--- config.mk ---
export PLATFORM = sky130hd
export DESIGN_NAME = ram_arbiter_flat
export DESIGN_NICKNAME = d
export VERILOG_FILES = /design/src/rtl/ram_arbiter_pkg.sv /design/src/rtl/ram_arbiter_if.sv /design/src/rtl/ram_arbiter_rr_pick.sv /design/src/rtl/ram_arbiter.sv /design/src/flat_wrapper.sv
export SDC_FILE = /design/constraint.sdc
export NUM_CORES = 1
export LEC_CHECK = 0
export BUFFER_PORTS_ARGS = -buffer_cell sky130_fd_sc_hd__buf_2
export CAP_MARGIN = 20
export CELL_PAD_IN_SITES_DETAIL_PLACEMENT = 1
export CELL_PAD_IN_SITES_GLOBAL_PLACEMENT = 1
export CORE_AREA = 2 2 113 115
export DETAILED_ROUTE_END_ITERATION = 10
export DIE_AREA = 0 0 115 117
export HOLD_SLACK_MARGIN = 0.05
export PLACE_DENSITY = 0.85
export SLEW_MARGIN = 0
export SYNTH_ARGS = -nofsm -noshare
export SYNTH_HDL_FRONTEND = slang
export SYNTH_SLANG_ARGS = --single-unit
--- constraint.sdc ---
create_clock -name clock -period 2.6 [get_ports clock]
set_clock_uncertainty 0.1 [all_clocks]
set_input_delay 0.13 -clock clock [delete_from_list [all_inputs] [get_ports clock]]
set_output_delay 0.13 -clock clock [all_outputs]
set_load 0.01 [all_outputs]
--- src/rtl/ram_arbiter_pkg.sv ---
// Shared bus definitions: read-return owner tag and the data-RAM chip-select tag
// used by the instantiating top.
package bus_pkg;

   typedef enum logic [1:0] {
      OWNER_NONE = 2'd0,
      OWNER_A    = 2'd1,
      OWNER_B    = 2'd2
   } owner_t;

   localparam logic [3:0] BUS_TAG_DATA = 4'h8;

   function automatic owner_t other_port(input owner_t p);
      return (p == OWNER_A) ? OWNER_B : OWNER_A;
   endfunction

endpackage

--- src/rtl/ram_arbiter_if.sv ---
// One requester's bus: request/accept handshake plus one-cycle-latency read return.
interface ram_arbiter_if;
   logic        req;
   logic [31:0] addr;
   logic        wren;
   logic [31:0] wdata;
   logic [3:0]  wmask;
   logic        ready;
   logic        rvalid;
   logic [31:0] rdata;

   modport master (output req, addr, wren, wdata, wmask,
                   input  ready, rvalid, rdata);
   modport slave  (input  req, addr, wren, wdata, wmask,
                   output ready, rvalid, rdata);
endinterface

--- src/rtl/ram_arbiter_rr_pick.sv ---
// Combinational two-way round-robin pick; a port keeps the RAM for at most
// MAX_BURST consecutive grants while the other port is waiting.
module rr_pick
   import bus_pkg::*;
#(
   parameter int MAX_BURST = 4,
   localparam int RUN_W    = $clog2(MAX_BURST + 1)
) (
   input  logic             a_req_i,
   input  logic             b_req_i,
   input  owner_t           last_grant_i,
   input  logic [RUN_W-1:0] run_i,
   output owner_t           winner_o
);

   always_comb begin
      winner_o = OWNER_NONE;
      if (a_req_i && b_req_i) begin
         winner_o = (run_i < RUN_W'(MAX_BURST)) ? last_grant_i : other_port(last_grant_i);
      end else if (a_req_i) begin
         winner_o = OWNER_A;
      end else if (b_req_i) begin
         winner_o = OWNER_B;
      end
   end

endmodule

--- src/rtl/ram_arbiter.sv ---
// Shares one single-ported block RAM between two requesters with zero-cycle
// accept and routes the one-cycle-latency read data back to the issuing port.
module ram_arbiter
   import bus_pkg::*;
#(
   parameter int ADDR_WIDTH = 12,
   parameter int MAX_BURST  = 4
) (
   input  logic                  clock,
   input  logic                  reset_in,
   ram_arbiter_if.slave          a,
   ram_arbiter_if.slave          b,
   output logic [ADDR_WIDTH-1:0] ram_addr,
   output logic                  ram_cs,
   output logic                  ram_wren,
   output logic [31:0]           ram_wdata,
   output logic [3:0]            ram_wmask,
   input  logic [31:0]           ram_rdata
);

   localparam int RUN_W = $clog2(MAX_BURST + 1);

   owner_t           last_grant_q, last_grant_d;
   owner_t           rd_owner_q, rd_owner_d;
   logic [RUN_W-1:0] run_q, run_d;
   owner_t           pick;
   owner_t           grant;
   logic             a_rvalid;
   logic             b_rvalid;
   logic             unused_addr_bits;

   assign unused_addr_bits = ^{a.addr[31:ADDR_WIDTH], b.addr[31:ADDR_WIDTH]};

   rr_pick #(.MAX_BURST(MAX_BURST)) u_pick (
      .a_req_i      (a.req),
      .b_req_i      (b.req),
      .last_grant_i (last_grant_q),
      .run_i        (run_q),
      .winner_o     (pick)
   );

   // Reset blocks every grant so the RAM sees no strobe while state is being cleared.
   assign grant   = reset_in ? OWNER_NONE : pick;
   assign a.ready = (grant == OWNER_A);
   assign b.ready = (grant == OWNER_B);

   always_comb begin
      ram_cs       = 1'b0;
      ram_wren     = 1'b0;
      ram_addr     = '0;
      ram_wdata    = '0;
      ram_wmask    = '0;
      case (grant)
         OWNER_A: begin
            ram_cs    = 1'b1;
            ram_wren  = a.wren;
            ram_addr  = a.addr[ADDR_WIDTH-1:0];
            ram_wdata = a.wdata;
            ram_wmask = a.wmask;
         end
         OWNER_B: begin
            ram_cs    = 1'b1;
            ram_wren  = b.wren;
            ram_addr  = b.addr[ADDR_WIDTH-1:0];
            ram_wdata = b.wdata;
            ram_wmask = b.wmask;
         end
         default: ;
      endcase

      last_grant_d = last_grant_q;
      run_d        = '0;
      rd_owner_d   = OWNER_NONE;
      if (grant != OWNER_NONE) begin
         if (grant == last_grant_q) begin
            run_d = (run_q == RUN_W'(MAX_BURST)) ? run_q : run_q + RUN_W'(1);
         end else begin
            last_grant_d = grant;
            run_d        = RUN_W'(1);
         end
         if (!ram_wren) begin
            rd_owner_d = grant;
         end
      end
   end

   always_ff @(posedge clock) begin
      if (reset_in) begin
         last_grant_q <= OWNER_A;
         run_q        <= '0;
         rd_owner_q   <= OWNER_NONE;
      end else begin
         last_grant_q <= last_grant_d;
         run_q        <= run_d;
         rd_owner_q   <= rd_owner_d;
      end
   end

   // A read accepted just before reset must not surface during the reset cycle.
   assign a_rvalid = !reset_in && (rd_owner_q == OWNER_A);
   assign b_rvalid = !reset_in && (rd_owner_q == OWNER_B);
   assign a.rvalid = a_rvalid;
   assign b.rvalid = b_rvalid;
   assign a.rdata  = a_rvalid ? ram_rdata : '0;
   assign b.rdata  = b_rvalid ? ram_rdata : '0;

endmodule
--- src/flat_wrapper.sv ---
// flat-port wrapper written by rule: the top's interface ports become plain ports
module ram_arbiter_flat import bus_pkg::*;
#(
   parameter int ADDR_WIDTH = 12,
   parameter int MAX_BURST  = 4
)
  (clock, reset_in, ram_addr, ram_cs, ram_wren, ram_wdata, ram_wmask, ram_rdata, a_req, a_addr, a_wren, a_wdata, a_wmask, a_ready, a_rvalid, a_rdata, b_req, b_addr, b_wren, b_wdata, b_wmask, b_ready, b_rvalid, b_rdata);
  ram_arbiter_if a_i ();
  ram_arbiter_if b_i ();
  input  logic clock;
  input  logic reset_in;
  output logic [ADDR_WIDTH-1:0] ram_addr;
  output logic ram_cs;
  output logic ram_wren;
  output logic [31:0] ram_wdata;
  output logic [3:0] ram_wmask;
  input  logic [31:0] ram_rdata;
  input wire logic [$bits(a_i.req)-1:0] a_req;
  input wire logic [$bits(a_i.addr)-1:0] a_addr;
  input wire logic [$bits(a_i.wren)-1:0] a_wren;
  input wire logic [$bits(a_i.wdata)-1:0] a_wdata;
  input wire logic [$bits(a_i.wmask)-1:0] a_wmask;
  output wire logic [$bits(a_i.ready)-1:0] a_ready;
  output wire logic [$bits(a_i.rvalid)-1:0] a_rvalid;
  output wire logic [$bits(a_i.rdata)-1:0] a_rdata;
  input wire logic [$bits(b_i.req)-1:0] b_req;
  input wire logic [$bits(b_i.addr)-1:0] b_addr;
  input wire logic [$bits(b_i.wren)-1:0] b_wren;
  input wire logic [$bits(b_i.wdata)-1:0] b_wdata;
  input wire logic [$bits(b_i.wmask)-1:0] b_wmask;
  output wire logic [$bits(b_i.ready)-1:0] b_ready;
  output wire logic [$bits(b_i.rvalid)-1:0] b_rvalid;
  output wire logic [$bits(b_i.rdata)-1:0] b_rdata;
  assign a_i.req = a_req;
  assign a_i.addr = a_addr;
  assign a_i.wren = a_wren;
  assign a_i.wdata = a_wdata;
  assign a_i.wmask = a_wmask;
  assign a_ready = a_i.ready;
  assign a_rvalid = a_i.rvalid;
  assign a_rdata = a_i.rdata;
  assign b_i.req = b_req;
  assign b_i.addr = b_addr;
  assign b_i.wren = b_wren;
  assign b_i.wdata = b_wdata;
  assign b_i.wmask = b_wmask;
  assign b_ready = b_i.ready;
  assign b_rvalid = b_i.rvalid;
  assign b_rdata = b_i.rdata;
  ram_arbiter #(.ADDR_WIDTH(ADDR_WIDTH), .MAX_BURST(MAX_BURST)) u_core (.clock(clock), .reset_in(reset_in), .a(a_i), .b(b_i), .ram_addr(ram_addr), .ram_cs(ram_cs), .ram_wren(ram_wren), .ram_wdata(ram_wdata), .ram_wmask(ram_wmask), .ram_rdata(ram_rdata));
endmodule
==> results.md <==
### Worst setup path
- sky130_fd_sc_hd__a211o_2 — slowest stage cell on the critical path
- u_core.last_grant_q[1] — startpoint of the worst-slack reg-to-reg timing path
- 0.47 ns — worst reg2reg setup slack
- primary output — capturing element type of the critical path
- 3 — Buf/Inv on CP
- 2.37 ns — required time reported for the critical path endpoint
- u_core.rd_owner_q[0] — reg-to-reg critical path endpoint
- 22 — Worst Path Max Fanout
- 2.27 ns — arrival time worst endpoint
- 8 — Worst R2R Path Depth
- flip-flop to primary output — CP Class
- nand3b_1, o21ai_1, a211o_2, inv_1, ha_4, buf_12, a22oi_1, nor2b_1, buf_2 — worst path cell trace
- compound AO/OA/AOI/OAI gates — cell family with most CP delay
- flip-flop — CP Launch Type
- 0.42 ns — Critical Path Max Stage Delay

### Placed design
- 6.714 mm — HPWL after DPL
- 0.2948 ns — pre-CTS setup slack
- 0.7096 — RD Place Congestion
- 251 — count of buffers inserted at the top-level ports

### Worst hold path
- 2 — count of cells along the worst hold path
- primary input to flip-flop — kind of path behind the tightest hold check
- reset_in — hold path start
- u_core.rd_owner_q[0] — end of the worst hold path

### Timing
- 2.501 ns — clock period minus final worst setup slack
- false — unrepaired setup endpoints after global routing
- 79.55% — relative slew slack
- 0 — # setup viols final
- 0.09867 ns — post-layout worst setup margin
- 0 — Final Hold Viols
- 0.3998 GHz — Max Clock Freq
- 0 ns — Sum Neg Setup Slack
- 96.21% — fin crit share
- 0.3058 ns — actual transition at the worst max-transition pin
- 0 — number of pins exceeding their max-slew limit in the final report

### Floorplan
- 115 µm — overall die width
- 12310 µm² — core region area
- 292 — ports placed on the boundary
- 13460 µm² — full die area
- 41 — floorplan row count
- 117 µm — die span in y
- 13.03% — initial core utilization

### Clock tree
- 2 — Max Root-Sink Buffers
- 7 — clock sink count
- 1 — maximum level of the CTS H-tree
- 0 — post-CTS setup-driven buffer insertion count
- 0 — Post-CTS Resized
- sky130_fd_sc_hd__clkbuf_16 — root buffer selected by CTS
- 0.23 ns — insertion delay to the later sink of the worst-skew pair
- yes — clock tree from TritonCTS
- 0.04 ns — post-CTS clock slew at the launch and capture registers of the worst setup and hold paths
- 0 — hold buffers post-CTS
- 3 — TritonCTS Buffers

### GRT
- 0 — total global routing overflow
- 0 — number of antenna violations at the first check in global routing
- 10.89 mm — wire length of the first global-routing pass
- 2302 — number of global-route vias before repair
- 46 — maximum number of pins on one net before global-route repair
- 9.820% — all-layer global routing usage

### Layout
- 56.63% — share of layout cells above drive strength 1
- 0 — antenna diode instance count
- 1607 — Fillers
- 26.03% — core utilization of the finished layout
- 99.77% — Layout area overhead
- 655 — Final nets

### Flow run
- 0 — number of max-cap violations

### Drt
- 8.456 mm — sum of routed wire length over all layers
- 4 — number of iterations in the first detailed-routing pass
- 61 — DRC violation total after the first TritonRoute iteration
- 4.261 — number of vias per cell
- 13.53 µm — Routed wire per std cell
- 0 — number of nets with antenna violations after routing
- 2663 — count of vias placed by the detailed router
- 0 — Remaining DRCs

### Logic synthesis
- sky130_fd_sc_hd__and2_1 — Synth area leader
- sky130_fd_sc_hd__and2_1 25%, sky130_fd_sc_hd__a22oi_1 23%, sky130_fd_sc_hd__nor2b_1 19%, sky130_fd_sc_hd__dfxtp_1 8.7%, sky130_fd_sc_hd__ha_1 3.9% — Synth area leaders
- 8.736% — sequential area share after synthesis
- 0 — Yosys warning total
- 1604 µm² — post-synthesis cell area
- 6.826 µm² — mean instance size in the synthesized netlist
- 235 — number of instances in the synthesized netlist
- 7 — Seq cells post-synth
- 25.35% — area share of the leading cell type in the synthesized netlist
- 414 — Post-Synthesis Net Count
- 25 — number of different library cells in the post-synthesis netlist

### Power
- 228.1 nW/µm² — Power Density
- 0.1480 mV — worst ir drop on vdd
- 0.001768 µW — total leakage power

### Status
- complete, no violations — run status

cell usage in the layout, fill, tap and decap left out, types with 3 or more instances in the layout:
cell type                   count
sky130_fd_sc_hd__buf_2        251
sky130_fd_sc_hd__inv_1          5
sky130_fd_sc_hd__a22oi_1       49
sky130_fd_sc_hd__nor2_1         5
sky130_fd_sc_hd__buf_12         3
sky130_fd_sc_hd__and2_1        65
sky130_fd_sc_hd__clkbuf_16      5
sky130_fd_sc_hd__ha_4           3
sky130_fd_sc_hd__nor2b_1       48
sky130_fd_sc_hd__dfxtp_1        7
sky130_fd_sc_hd__nand3b_1       4
sky130_fd_sc_hd__o21ai_1        3
sky130_fd_sc_hd__nand2_1        3
how the worst max path moves through the flow:
stage,from,to,slack [ns],cells after the start
after floorplan,u_core.last_grant_q[1],ram_wdata[10],0.35,9
after global placement,u_core.last_grant_q[1],ram_addr[5],0.33,7
after detailed placement,u_core.last_grant_q[1],ram_addr[5],0.29,9
after CTS,u_core.last_grant_q[1],ram_addr[5],0.03,9
after global routing,u_core.run_q[2],ram_wren,0.002,9
final,u_core.last_grant_q[1],ram_addr[5],0.1,9
Yosys cell counts:
| cell type | n |
|---|---|
| sky130_fd_sc_hd__and2_1 | 65 |
| sky130_fd_sc_hd__a22oi_1 | 49 |
| sky130_fd_sc_hd__nor2b_1 | 49 |
| sky130_fd_sc_hd__clkbuf_1 | 12 |
| sky130_fd_sc_hd__dfxtp_1 | 7 |
| sky130_fd_sc_hd__buf_1 | 5 |
| sky130_fd_sc_hd__buf_2 | 5 |
| sky130_fd_sc_hd__ha_1 | 5 |
| sky130_fd_sc_hd__inv_1 | 5 |
| sky130_fd_sc_hd__nor2_1 | 5 |
| sky130_fd_sc_hd__nand3b_1 | 4 |
| sky130_fd_sc_hd__nand2_1 | 3 |
| sky130_fd_sc_hd__o21ai_1 | 3 |
| sky130_fd_sc_hd__a21oi_1 | 2 |
| sky130_fd_sc_hd__nand3_1 | 2 |
| sky130_fd_sc_hd__nand4bb_1 | 2 |
| sky130_fd_sc_hd__nor3_1 | 2 |
| sky130_fd_sc_hd__nor3b_2 | 2 |
| sky130_fd_sc_hd__o21ai_0 | 2 |
| sky130_fd_sc_hd__a211o_1 | 1 |
| sky130_fd_sc_hd__a31oi_1 | 1 |
| sky130_fd_sc_hd__nand2b_1 | 1 |
| sky130_fd_sc_hd__nor4_2 | 1 |
| sky130_fd_sc_hd__o21a_1 | 1 |
| sky130_fd_sc_hd__xnor2_1 | 1 |
routing by layer:
| metal | GRT usage, % | up-vias | wire, µm |
|---|---|---|---|
| met5 | 0 | - | 0 |
| met4 | 1.928 | 0 | 31 |
| li1 | - | 1288 | - |
| met3 | 1.957 | 4 | 894 |
| met2 | 19.02 | 169 | 4449 |
| met1 | 11.15 | 1202 | 3081 |
kinds of logic after synthesis:
| group | share of synthesized area [%] |
|---|---|
| and+or+nand+nor | 53.59 |
| adders and majority gates | 3.900 |
| buffers and inverters | 6.708 |
| DFF | 8.736 |
| AOI/OAI and AO/OA | 26.52 |
| xor gates and xnor gates | 0.5461 |
power by group:
part / switching [µW] / internal [µW]
clock: 58.5 / 204
combinational: 163 / 187
sequential: 5.25 / 112
layout make-up:
cell class              count  area (µm²)  area share [%]
inverters                   5       18.77          0.5857
well taps                 150       187.7           5.857
flip-flops and latches      7       140.1           4.373
clock buffers               4       78.83           2.460
multi-input cells         201        1398           43.62
repair buffers            258        1381           43.11
registers in the layout, summed over array words and instances (netlist names):
name,flops
u_core.run_q,3
u_core.last_grant_q,2
u_core.rd_owner_q,2
worst reg2reg max path, cell delays in order, from the launching register on:
cell                       delay [ns]
sky130_fd_sc_hd__dfxtp_1         0.41
sky130_fd_sc_hd__nand3b_1        0.16
sky130_fd_sc_hd__o21ai_1         0.08
sky130_fd_sc_hd__a211o_2         0.42
sky130_fd_sc_hd__ha_4            0.24
sky130_fd_sc_hd__buf_12          0.17
sky130_fd_sc_hd__a22oi_1         0.23
sky130_fd_sc_hd__nor2b_2         0.10
sky130_fd_sc_hd__nor4_2          0.14
metrics by stage:
| stage | hold WS [ns] | area [µm²] | total power (µW) | std cells |
|---|---|---|---|---|
| after floorplan | 0.2789 | 1604 | 271.4 | 235 |
| after global placement | 0.3702 | 3039 | 442.8 | 619 |
| after detailed placement | 0.3668 | 3039 | 451.6 | 619 |
| after CTS | 0.1272 | 3118 | 718.9 | 623 |
| after global routing | 0.1759 | 3204 | 777.0 | 625 |
| final | 0.1394 | 3204 | 730.8 | 625 |
Note: power is estimated with default switching activity, not from simulation.
